<file path="src/rtl/meep_uart_pkg.sv">
// Shared definitions for the AXI4-Lite UART: register map, response codes,
// CTRL/STAT bit positions and the state encodings of the serial engines.
package meep_uart_pkg;

   localparam logic [1:0] UART_DATA = 2'd0;
   localparam logic [1:0] UART_STAT = 2'd1;
   localparam logic [1:0] UART_CTRL = 2'd2;
   localparam logic [1:0] UART_DIV  = 2'd3;

   localparam logic [1:0] RESP_OKAY   = 2'b00;
   localparam logic [1:0] RESP_SLVERR = 2'b10;

   localparam int CTRL_RXIE  = 0;
   localparam int CTRL_TXIE  = 1;
   localparam int CTRL_RXCLR = 2;
   localparam int CTRL_TXCLR = 3;
   localparam int CTRL_LOOP  = 4;

   localparam int STAT_RX_VALID = 0;
   localparam int STAT_RX_FULL  = 1;
   localparam int STAT_TX_EMPTY = 2;
   localparam int STAT_TX_FULL  = 3;
   localparam int STAT_OVERRUN  = 4;
   localparam int STAT_TX_BUSY  = 5;

   typedef enum logic [1:0] {TX_IDLE, TX_START, TX_DATA, TX_STOP} tx_state_t;
   typedef enum logic [1:0] {RX_IDLE, RX_START, RX_DATA, RX_STOP} rx_state_t;
   typedef enum logic {WIDLE, WRESP} wr_state_t;
   typedef enum logic {RIDLE, RRESP} rd_state_t;

endpackage

</file>
<file path="src/rtl/meep_uart_fifo.sv">
// Synchronous first-word-fall-through FIFO with one extra pointer bit so that
// full and empty are distinguished without a separate counter.
module meep_uart_fifo
   import meep_uart_pkg::*;
#(
   parameter int WIDTH = 8,
   parameter int DEPTH = 16
) (
   input  logic             clk,
   input  logic             rst,
   input  logic             push,
   input  logic [WIDTH-1:0] din,
   input  logic             pop,
   input  logic             clr,
   output logic [WIDTH-1:0] dout,
   output logic             full,
   output logic             empty
);

   localparam int AW = $clog2(DEPTH);

   logic [AW:0]      wr_ptr;
   logic [AW:0]      rd_ptr;
   logic [WIDTH-1:0] mem [DEPTH];
   logic             do_push;
   logic             do_pop;

   assign empty   = (wr_ptr == rd_ptr);
   assign full    = (wr_ptr[AW] != rd_ptr[AW]) && (wr_ptr[AW-1:0] == rd_ptr[AW-1:0]);
   assign dout    = mem[rd_ptr[AW-1:0]];
   assign do_push = push && !full;
   assign do_pop  = pop && !empty;

   always_ff @(posedge clk or posedge rst) begin
      if (rst) begin
         wr_ptr <= '0;
         rd_ptr <= '0;
      end else if (clr) begin
         wr_ptr <= '0;
         rd_ptr <= '0;
      end else begin
         if (do_push) wr_ptr <= wr_ptr + 1'b1;
         if (do_pop)  rd_ptr <= rd_ptr + 1'b1;
      end
   end

   // Storage carries no reset; only the pointers define what is valid.
   always_ff @(posedge clk) begin
      if (do_push && !clr) mem[wr_ptr[AW-1:0]] <= din;
   end

endmodule

</file>
<file path="src/rtl/meep_axil_uart.sv">
// AXI4-Lite 8N1 UART with TX/RX FIFOs and a level interrupt.
// Optional internal loopback (CTRL[4]) is built when MEEP_UART_LOOPBACK_EN is defined.
module meep_axil_uart
   import meep_uart_pkg::*;
#(
   parameter int FIFO_DEPTH = 16,
   parameter int DIV_RESET  = 868,
   parameter int DIV_W      = 16
) (
   input  logic        chipset_clk,
   input  logic        chipset_rst,
   input  logic [12:0] uart_axi_awaddr,
   input  logic        uart_axi_awvalid,
   output logic        uart_axi_awready,
   input  logic [31:0] uart_axi_wdata,
   input  logic [3:0]  uart_axi_wstrb,
   input  logic        uart_axi_wvalid,
   output logic        uart_axi_wready,
   output logic [1:0]  uart_axi_bresp,
   output logic        uart_axi_bvalid,
   input  logic        uart_axi_bready,
   input  logic [12:0] uart_axi_araddr,
   input  logic        uart_axi_arvalid,
   output logic        uart_axi_arready,
   output logic [31:0] uart_axi_rdata,
   output logic [1:0]  uart_axi_rresp,
   output logic        uart_axi_rvalid,
   input  logic        uart_axi_rready,
   input  logic        uart_rx,
   output logic        uart_tx,
   output logic        uart_irq
);

   function automatic logic [DIV_W-1:0] nz_div(input logic [DIV_W-1:0] d);
      return (d == '0) ? DIV_W'(1) : d;
   endfunction

   logic             clk;
   logic             rst;
   assign clk = chipset_clk;
   assign rst = chipset_rst;

   wr_state_t        wstate;
   rd_state_t        rstate;
   logic             bvalid_q;
   logic [1:0]       bresp_q;
   logic             arready_q;
   logic             rvalid_q;
   logic [31:0]      rdata_q;
   logic [31:0]      rd_mux;
   logic [DIV_W-1:0] div_q;
   logic [DIV_W-1:0] eff_div;
   logic [DIV_W:0]   half_w;
   logic [DIV_W-1:0] rx_half;
   logic             rxie_q;
   logic             txie_q;
   logic             loop_en;
   logic             ovr_q;
   logic             irq_q;
   logic [5:0]       stat;

   logic             wr_hs;
   logic             wr_en;
   logic [1:0]       wr_reg;
   logic             ctrl_wr;
   logic             ar_hs;
   logic [1:0]       rd_reg;

   logic             tx_push, tx_pop, tx_clr, tx_full, tx_empty;
   logic [7:0]       tx_dout;
   logic             rx_pop, rx_clr, rx_full, rx_empty;
   logic [7:0]       rx_dout;

   tx_state_t        tx_state;
   logic [DIV_W-1:0] tx_cnt;
   logic [2:0]       tx_bit;
   logic [7:0]       tx_sh;
   logic             tx_line;
   logic             tx_busy;

   rx_state_t        rx_state;
   logic [DIV_W-1:0] rx_cnt;
   logic [2:0]       rx_bit;
   logic [7:0]       rx_sh;
   logic             rx_sync_p0;
   logic             rx_sync_p1;
   logic             rx_in;
   logic             rx_prev;
   logic             rx_push_q;

   logic             unused_bits;
   assign unused_bits = ^{uart_axi_awaddr[12:4], uart_axi_awaddr[1:0], uart_axi_araddr[12:4],
                          uart_axi_araddr[1:0], uart_axi_wdata, uart_axi_wstrb[3:1]};

   assign eff_div = nz_div(div_q);
   assign half_w  = ({1'b0, eff_div} + (DIV_W+1)'(1)) >> 1;
   assign rx_half = half_w[DIV_W-1:0];

   // AW and W are only ever taken together.
   assign wr_hs   = (wstate == WIDLE) && uart_axi_awvalid && uart_axi_wvalid;
   assign wr_en   = wr_hs && uart_axi_wstrb[0];
   assign wr_reg  = uart_axi_awaddr[3:2];
   assign ctrl_wr = wr_en && (wr_reg == UART_CTRL);
   assign tx_push = wr_en && (wr_reg == UART_DATA) && !tx_full;
   assign tx_clr  = ctrl_wr && uart_axi_wdata[CTRL_TXCLR];
   assign rx_clr  = ctrl_wr && uart_axi_wdata[CTRL_RXCLR];

   assign ar_hs   = (rstate == RIDLE) && arready_q && uart_axi_arvalid;
   assign rd_reg  = uart_axi_araddr[3:2];
   assign rx_pop  = ar_hs && (rd_reg == UART_DATA) && !rx_empty;

   assign tx_busy = (tx_state != TX_IDLE);
   assign tx_pop  = (tx_state == TX_IDLE) && !tx_empty;
   assign stat    = {tx_busy, ovr_q, tx_full, tx_empty, rx_full, !rx_empty};

   assign uart_axi_awready = wr_hs;
   assign uart_axi_wready  = wr_hs;
   assign uart_axi_bvalid  = bvalid_q;
   assign uart_axi_bresp   = bresp_q;
   assign uart_axi_arready = arready_q;
   assign uart_axi_rvalid  = rvalid_q;
   assign uart_axi_rdata   = rdata_q;
   assign uart_axi_rresp   = RESP_OKAY;
   assign uart_irq         = irq_q;

`ifdef MEEP_UART_LOOPBACK_EN
   logic loop_q;
   always_ff @(posedge clk or posedge rst) begin
      if (rst)          loop_q <= 1'b0;
      else if (ctrl_wr) loop_q <= uart_axi_wdata[CTRL_LOOP];
   end
   assign loop_en = loop_q;
   assign uart_tx = loop_q ? 1'b1 : tx_line;
   assign rx_in   = loop_q ? tx_line : rx_sync_p1;
`else
   assign loop_en = 1'b0;
   assign uart_tx = tx_line;
   assign rx_in   = rx_sync_p1;
`endif

   meep_uart_fifo #(.WIDTH(8), .DEPTH(FIFO_DEPTH)) u_tx_fifo (
      .clk(clk), .rst(rst), .push(tx_push), .din(uart_axi_wdata[7:0]), .pop(tx_pop),
      .clr(tx_clr), .dout(tx_dout), .full(tx_full), .empty(tx_empty)
   );

   meep_uart_fifo #(.WIDTH(8), .DEPTH(FIFO_DEPTH)) u_rx_fifo (
      .clk(clk), .rst(rst), .push(rx_push_q), .din(rx_sh), .pop(rx_pop),
      .clr(rx_clr), .dout(rx_dout), .full(rx_full), .empty(rx_empty)
   );

   always_ff @(posedge clk or posedge rst) begin
      if (rst) begin
         wstate   <= WIDLE;
         bvalid_q <= 1'b0;
         bresp_q  <= RESP_OKAY;
         rxie_q   <= 1'b0;
         txie_q   <= 1'b0;
         div_q    <= DIV_W'(DIV_RESET);
      end else begin
         case (wstate)
            WIDLE: begin
               if (wr_hs) begin
                  wstate   <= WRESP;
                  bvalid_q <= 1'b1;
                  bresp_q  <= (wr_en && (wr_reg == UART_DATA) && tx_full) ? RESP_SLVERR : RESP_OKAY;
                  if (ctrl_wr) begin
                     rxie_q <= uart_axi_wdata[CTRL_RXIE];
                     txie_q <= uart_axi_wdata[CTRL_TXIE];
                  end
                  if (wr_en && (wr_reg == UART_DIV)) div_q <= uart_axi_wdata[DIV_W-1:0];
               end
            end
            WRESP: begin
               if (uart_axi_bready) begin
                  wstate   <= WIDLE;
                  bvalid_q <= 1'b0;
               end
            end
         endcase
      end
   end

   always_comb begin
      rd_mux = '0;
      case (rd_reg)
         UART_DATA: if (!rx_empty) rd_mux = 32'(rx_dout);
         UART_STAT: rd_mux = 32'(stat);
         UART_CTRL: rd_mux = 32'({loop_en, 2'b00, txie_q, rxie_q});
         UART_DIV:  rd_mux = 32'(div_q);
      endcase
   end

   // arready comes up the cycle after reset and again after every completed response.
   always_ff @(posedge clk or posedge rst) begin
      if (rst) begin
         rstate    <= RIDLE;
         arready_q <= 1'b0;
         rvalid_q  <= 1'b0;
         rdata_q   <= '0;
      end else begin
         case (rstate)
            RIDLE: begin
               if (ar_hs) begin
                  rstate    <= RRESP;
                  arready_q <= 1'b0;
                  rvalid_q  <= 1'b1;
                  rdata_q   <= rd_mux;
               end else begin
                  arready_q <= 1'b1;
               end
            end
            RRESP: begin
               if (uart_axi_rready) begin
                  rstate    <= RIDLE;
                  rvalid_q  <= 1'b0;
                  arready_q <= 1'b1;
               end
            end
         endcase
      end
   end

   // A new overrun in the same cycle as a STAT read stays visible.
   always_ff @(posedge clk or posedge rst) begin
      if (rst) begin
         ovr_q <= 1'b0;
         irq_q <= 1'b0;
      end else begin
         if (ar_hs && (rd_reg == UART_STAT)) ovr_q <= 1'b0;
         if (rx_push_q && rx_full)           ovr_q <= 1'b1;
         irq_q <= (rxie_q && !rx_empty) || (txie_q && tx_empty && !tx_busy);
      end
   end

   // Serialiser: the divisor is re-read at every bit boundary.
   always_ff @(posedge clk or posedge rst) begin
      if (rst) begin
         tx_state <= TX_IDLE;
         tx_cnt   <= '0;
         tx_bit   <= '0;
         tx_sh    <= '0;
         tx_line  <= 1'b1;
      end else begin
         case (tx_state)
            TX_IDLE: begin
               tx_line <= 1'b1;
               if (!tx_empty) begin
                  tx_sh    <= tx_dout;
                  tx_line  <= 1'b0;
                  tx_cnt   <= eff_div;
                  tx_state <= TX_START;
               end
            end
            TX_START: begin
               if (tx_cnt == '0) begin
                  tx_line  <= tx_sh[0];
                  tx_cnt   <= eff_div;
                  tx_bit   <= '0;
                  tx_state <= TX_DATA;
               end else begin
                  tx_cnt <= tx_cnt - DIV_W'(1);
               end
            end
            TX_DATA: begin
               if (tx_cnt == '0) begin
                  tx_cnt <= eff_div;
                  if (tx_bit == 3'd7) begin
                     tx_line  <= 1'b1;
                     tx_state <= TX_STOP;
                  end else begin
                     tx_line <= tx_sh[1];
                     tx_sh   <= tx_sh >> 1;
                     tx_bit  <= tx_bit + 3'd1;
                  end
               end else begin
                  tx_cnt <= tx_cnt - DIV_W'(1);
               end
            end
            TX_STOP: begin
               if (tx_cnt == '0) tx_state <= TX_IDLE;
               else              tx_cnt   <= tx_cnt - DIV_W'(1);
            end
         endcase
      end
   end

   always_ff @(posedge clk or posedge rst) begin
      if (rst) begin
         rx_sync_p0 <= 1'b1;
         rx_sync_p1 <= 1'b1;
      end else begin
         rx_sync_p0 <= uart_rx;
         rx_sync_p1 <= rx_sync_p0;
      end
   end

   // Deserialiser: half a bit after the falling edge, then one full bit per sample.
   always_ff @(posedge clk or posedge rst) begin
      if (rst) begin
         rx_state  <= RX_IDLE;
         rx_cnt    <= '0;
         rx_bit    <= '0;
         rx_sh     <= '0;
         rx_prev   <= 1'b1;
         rx_push_q <= 1'b0;
      end else begin
         rx_prev   <= rx_in;
         rx_push_q <= 1'b0;
         case (rx_state)
            RX_IDLE: begin
               if (!rx_in && rx_prev) begin
                  rx_cnt   <= rx_half;
                  rx_state <= RX_START;
               end
            end
            RX_START: begin
               if (rx_cnt == '0) begin
                  if (!rx_in) begin
                     rx_cnt   <= eff_div;
                     rx_bit   <= '0;
                     rx_state <= RX_DATA;
                  end else begin
                     rx_state <= RX_IDLE;
                  end
               end else begin
                  rx_cnt <= rx_cnt - DIV_W'(1);
               end
            end
            RX_DATA: begin
               if (rx_cnt == '0) begin
                  rx_sh  <= {rx_in, rx_sh[7:1]};
                  rx_cnt <= eff_div;
                  if (rx_bit == 3'd7) rx_state <= RX_STOP;
                  else                rx_bit   <= rx_bit + 3'd1;
               end else begin
                  rx_cnt <= rx_cnt - DIV_W'(1);
               end
            end
            RX_STOP: begin
               if (rx_cnt == '0) begin
                  rx_push_q <= rx_in;
                  rx_state  <= RX_IDLE;
               end else begin
                  rx_cnt <= rx_cnt - DIV_W'(1);
               end
            end
         endcase
      end
   end

endmodule

</file>
<file path="config.mk">
export PLATFORM = sky130hd
export DESIGN_NAME = meep_axil_uart
export DESIGN_NICKNAME = d
export VERILOG_FILES = /design/src/rtl/meep_uart_pkg.sv /design/src/rtl/meep_uart_fifo.sv /design/src/rtl/meep_axil_uart.sv
export SDC_FILE = /design/constraint.sdc
export NUM_CORES = 1
export LEC_CHECK = 0
export ABC_AREA = 1
export BUFFER_PORTS_ARGS = -buffer_cell sky130_fd_sc_hd__buf_2
export CAP_MARGIN = 20
export CORE_ASPECT_RATIO = 1.4
export CORE_MARGIN = 10
export CORE_UTILIZATION = 36
export DETAILED_ROUTE_END_ITERATION = 6
export MAX_ROUTING_LAYER = met4
export PLACE_DENSITY = 0.48
export RECOVER_POWER = 25
export SYNTH_ARGS = -nofsm -noshare
export SYNTH_HDL_FRONTEND = slang
export SYNTH_SLANG_ARGS = --single-unit
</file>
<file path="constraint.sdc">
create_clock -name chipset_clk -period 9.1 [get_ports chipset_clk]
set_input_delay 1.82 -clock chipset_clk [delete_from_list [all_inputs] [get_ports chipset_clk]]
set_output_delay 1.82 -clock chipset_clk [all_outputs]
set_load 0.01 [all_outputs]
</file>
==> run metrics <==
Synth area leaders edfxtp_1 43%, dfrtp_1 16%, nand2_1 8.2%; period utilisation layout 0.461; Global Route met3 Usage 0.0224; pwr dens 254 nW/µm²; combinational share of power 0.261; Post-Syn Area 18000 µm²; via density per instance 5.07; fin area 20100 µm²; Routed WL per cell 19.4 µm; Hold Crit Start rx_sync_p0$_DFF_PP1_; root buf cell clkbuf_16; Critical Path Start uart_axi_wvalid; # rows 97; achievable frequency 0.238 GHz; # setup viols final 0; Vert. Die Dim 285 µm; final WL 49700 µm; sequential cell area fraction in the yosys report 0.600; Clk network pwr share 0.324; yosys warns 0; DRC 0; Top cell by count, worst path buf_2; full die area 59600 µm²; Static Leakage 7.93 nW; remaining antenna violation count 0; min Tclk post-route 4200 ps; max-cap check violation count 0; Synth top area share 0.426; pin count of the biggest net entering global routing 69; TritonRoute pass-1 iters 5; clk buf depth 3; Worst path depth 4; share of layout cells above drive strength 1 0.106; Avg Inst Size Synth 9.74 µm²; crit path capture uart_axi_wready; CP Class input pin to primary output; GRT Residual Overflow 0; Clk pin slew, worst setup/hold paths 60 ps; hold_buf cts 0; Area after DPL 18800 µm²; asr flop ratio synth 0.328; synthesis-to-finish area growth 11.3%; met1 GRT Util 0.193; worst path cell trace buf_2 -> nand3_1 -> inv_2 -> buf_2; met2 global-route usage 0.300; DRT iter0 DRCs 840; final net count 1982; top_reg_cell synth edfxtp_1; Routability Congestion 0.843; R2R Path Start u_rx_fifo.rd_ptr[0]$_DFFE_PP0P_; CP startpoint kind input pin; commonest non-fill, non-tap cell in the layout nand2_1; actual slew at the worst max-slew pin 977 ps; Crit Path Max Fanout 5; Critical Path End Type primary output; RSZ-0062 raised after global routing no; htree depth 2; most frequent cells in the layout 392 x nand2_1, 280 x nor2_1, 256 x edfxtp_1; Crit-path slowest cell nand3_1; layer with the highest usage met2; cell total after placement 2489; worst flop-to-flop path endpoint u_rx_fifo.mem[14][5]$_DFFE_PP_; Critical Path RT 7280 ps; GRT Total Usage 0.168; status complete, no violations; Internal Power 3.33 mW; slew margin rel. 0.349; global-route wire length before repair 77000 µm; CTS tree done; post-cts repair resize count 0; Worst Hold Class register to register; Flop pwr share 0.416; Crit path arrival time 2380 ps; HPWL Detailed 32900 µm; Post-synth EDFFs 256; largest area contributor in the netlist edfxtp_1; worst reg2reg path depth 9; P_sw 1.78 mW; TritonCTS buffer count 40; Sw Share 0.348; FF-to-FF setup slack 6020 ps; Final Max Tran Viols 0; initial core utilization 0.362; core area 49900 µm²; PortBufs 52; DR vias 13000; initial antenna violation count 1; Non-Filler Instances 2564; Fillers 4953; cell count after synthesis 1853; CP bufs+invs 3; setup bufs post-CTS 0; Clock Skews 31.3 ps; DIE WIDTH 209 µm; register bit count reported by yosys 381; delay-heaviest family, CP buffers and inverters; vias in the first global route 12900; Cell variety after synth 56; clk sink count 381; Crit path largest cell delay 190 ps; Final Hold Fails 0; worst ir drop on vdd 0.166 mV; Worst-Skew Late Latency 570 ps; # IOs 113; Post-Route Setup TNS 0 ps
## Yosys cell counts, types with 5 or more instances
master and n:
nor2_2 9, nor2_4 5, ha_1 24, nand2_2 13, xor2_1 27, xnor2_1 5
nand4_1 9, nor2_1 280, o22ai_1 38, nor3_1 13, buf_2 23, dfrtp_1 116
o221ai_1 7, o21ai_0 187, nand3_1 93, nand2_1 392, o21ai_1 18, inv_1 97
o211ai_1 28, or2_2 7, mux2_2 7, buf_4 26, clkbuf_1 36, inv_2 11
o31ai_1 9, buf_6 6, dfstp_2 9, a21oi_1 60, edfxtp_1 256
## kinds of logic (layout without fill, tap and decap cells)
kind of cell / after synthesis / count (layout) / synth area share
flip-flops: 381 / 381 / 0.600
AO/OA/AOI/OAI: 363 / 363 / 0.114
AND/OR/NAND/NOR: 837 / 837 / 0.195
multiplexers: 7 / 7 / 0.00437
buffers and inverters: 208 / 257 / 0.0538
XOR/XNOR: 32 / 32 / 0.0155
other: 1 / 20 / 0.000208
adder cells (fa/ha/maj): 24 / 24 / 0.0166
## how the worst min path moves through the flow
stage               depth (start not counted)               to  slack (ps)
floorplan                                   0  rx_in$_DFF_PP1_         350
global placement                            0  rx_in$_DFF_PP1_         350
detailed placement                          0  rx_in$_DFF_PP1_         350
CTS                                         0  rx_in$_DFF_PP1_         360
global route                                0  rx_in$_DFF_PP1_         370
finish                                      0  rx_in$_DFF_PP1_         360
## through the flow
| stage | setup WS, ps | hold WS [ps] | util | power [mW] |
|---|---|---|---|---|
| finish | 4900 | 363 | 0.403 | 5.10 |
| global route | 4860 | 367 | 0.403 | 5.41 |
| CTS | 4980 | 360 | 0.403 | 5.17 |
| detailed placement | 4840 | 351 | 0.377 | 3.50 |
| global placement | 4700 | 349 | 0.376 | 3.49 |
| floorplan | 3970 | 345 | - | 3.06 |
## state kept, by name, indices dropped and copies added, names as in the netlist, 2 cells and up, named ones only
signal,flops
uart_axi_rdata,16
u_tx_fifo.wr_ptr,5
tx_state,2
rx_cnt,16
u_tx_fifo.mem,128
div_q,16
rx_bit,3
tx_sh,8
tx_bit,3
u_rx_fifo.mem,128
u_rx_fifo.wr_ptr,5
tx_cnt,16
u_tx_fifo.rd_ptr,5
u_rx_fifo.rd_ptr,5
rx_sh,8
## metal layers
| layer | vias to the layer above | share of wire |
|---|---|---|
| li1 | 6372 | - |
| met1 | 6289 | 0.41 |
| met2 | 277 | 0.53 |
| met3 | 59 | 0.040 |
| met4 | 0 | 0.020 |
| met5 | - | 0 |
## cell type report
cell class	instances	area, µm²	share of cell area
clock inverter	15	209	0.0104
sequential	381	10800	0.539
timing repair buffer	67	365	0.0182
multi-input combinational	1282	6310	0.314
inverter	116	459	0.0229
tap	643	805	0.0401
clock buffer	59	1100	0.0549
antenna	1	2.50	0.000125
## power groups by stage
stage / clock network, mW / registers [mW] / logic (mW)
floorplan: 0 / 2.12 / 0.934
global placement: 0 / 2.15 / 1.34
global route: 1.76 / 2.14 / 1.51
finish: 1.65 / 2.12 / 1.33
detailed placement: 0 / 2.15 / 1.35
CTS: 1.70 / 2.12 / 1.35
(Power assumes the default switching activity.)
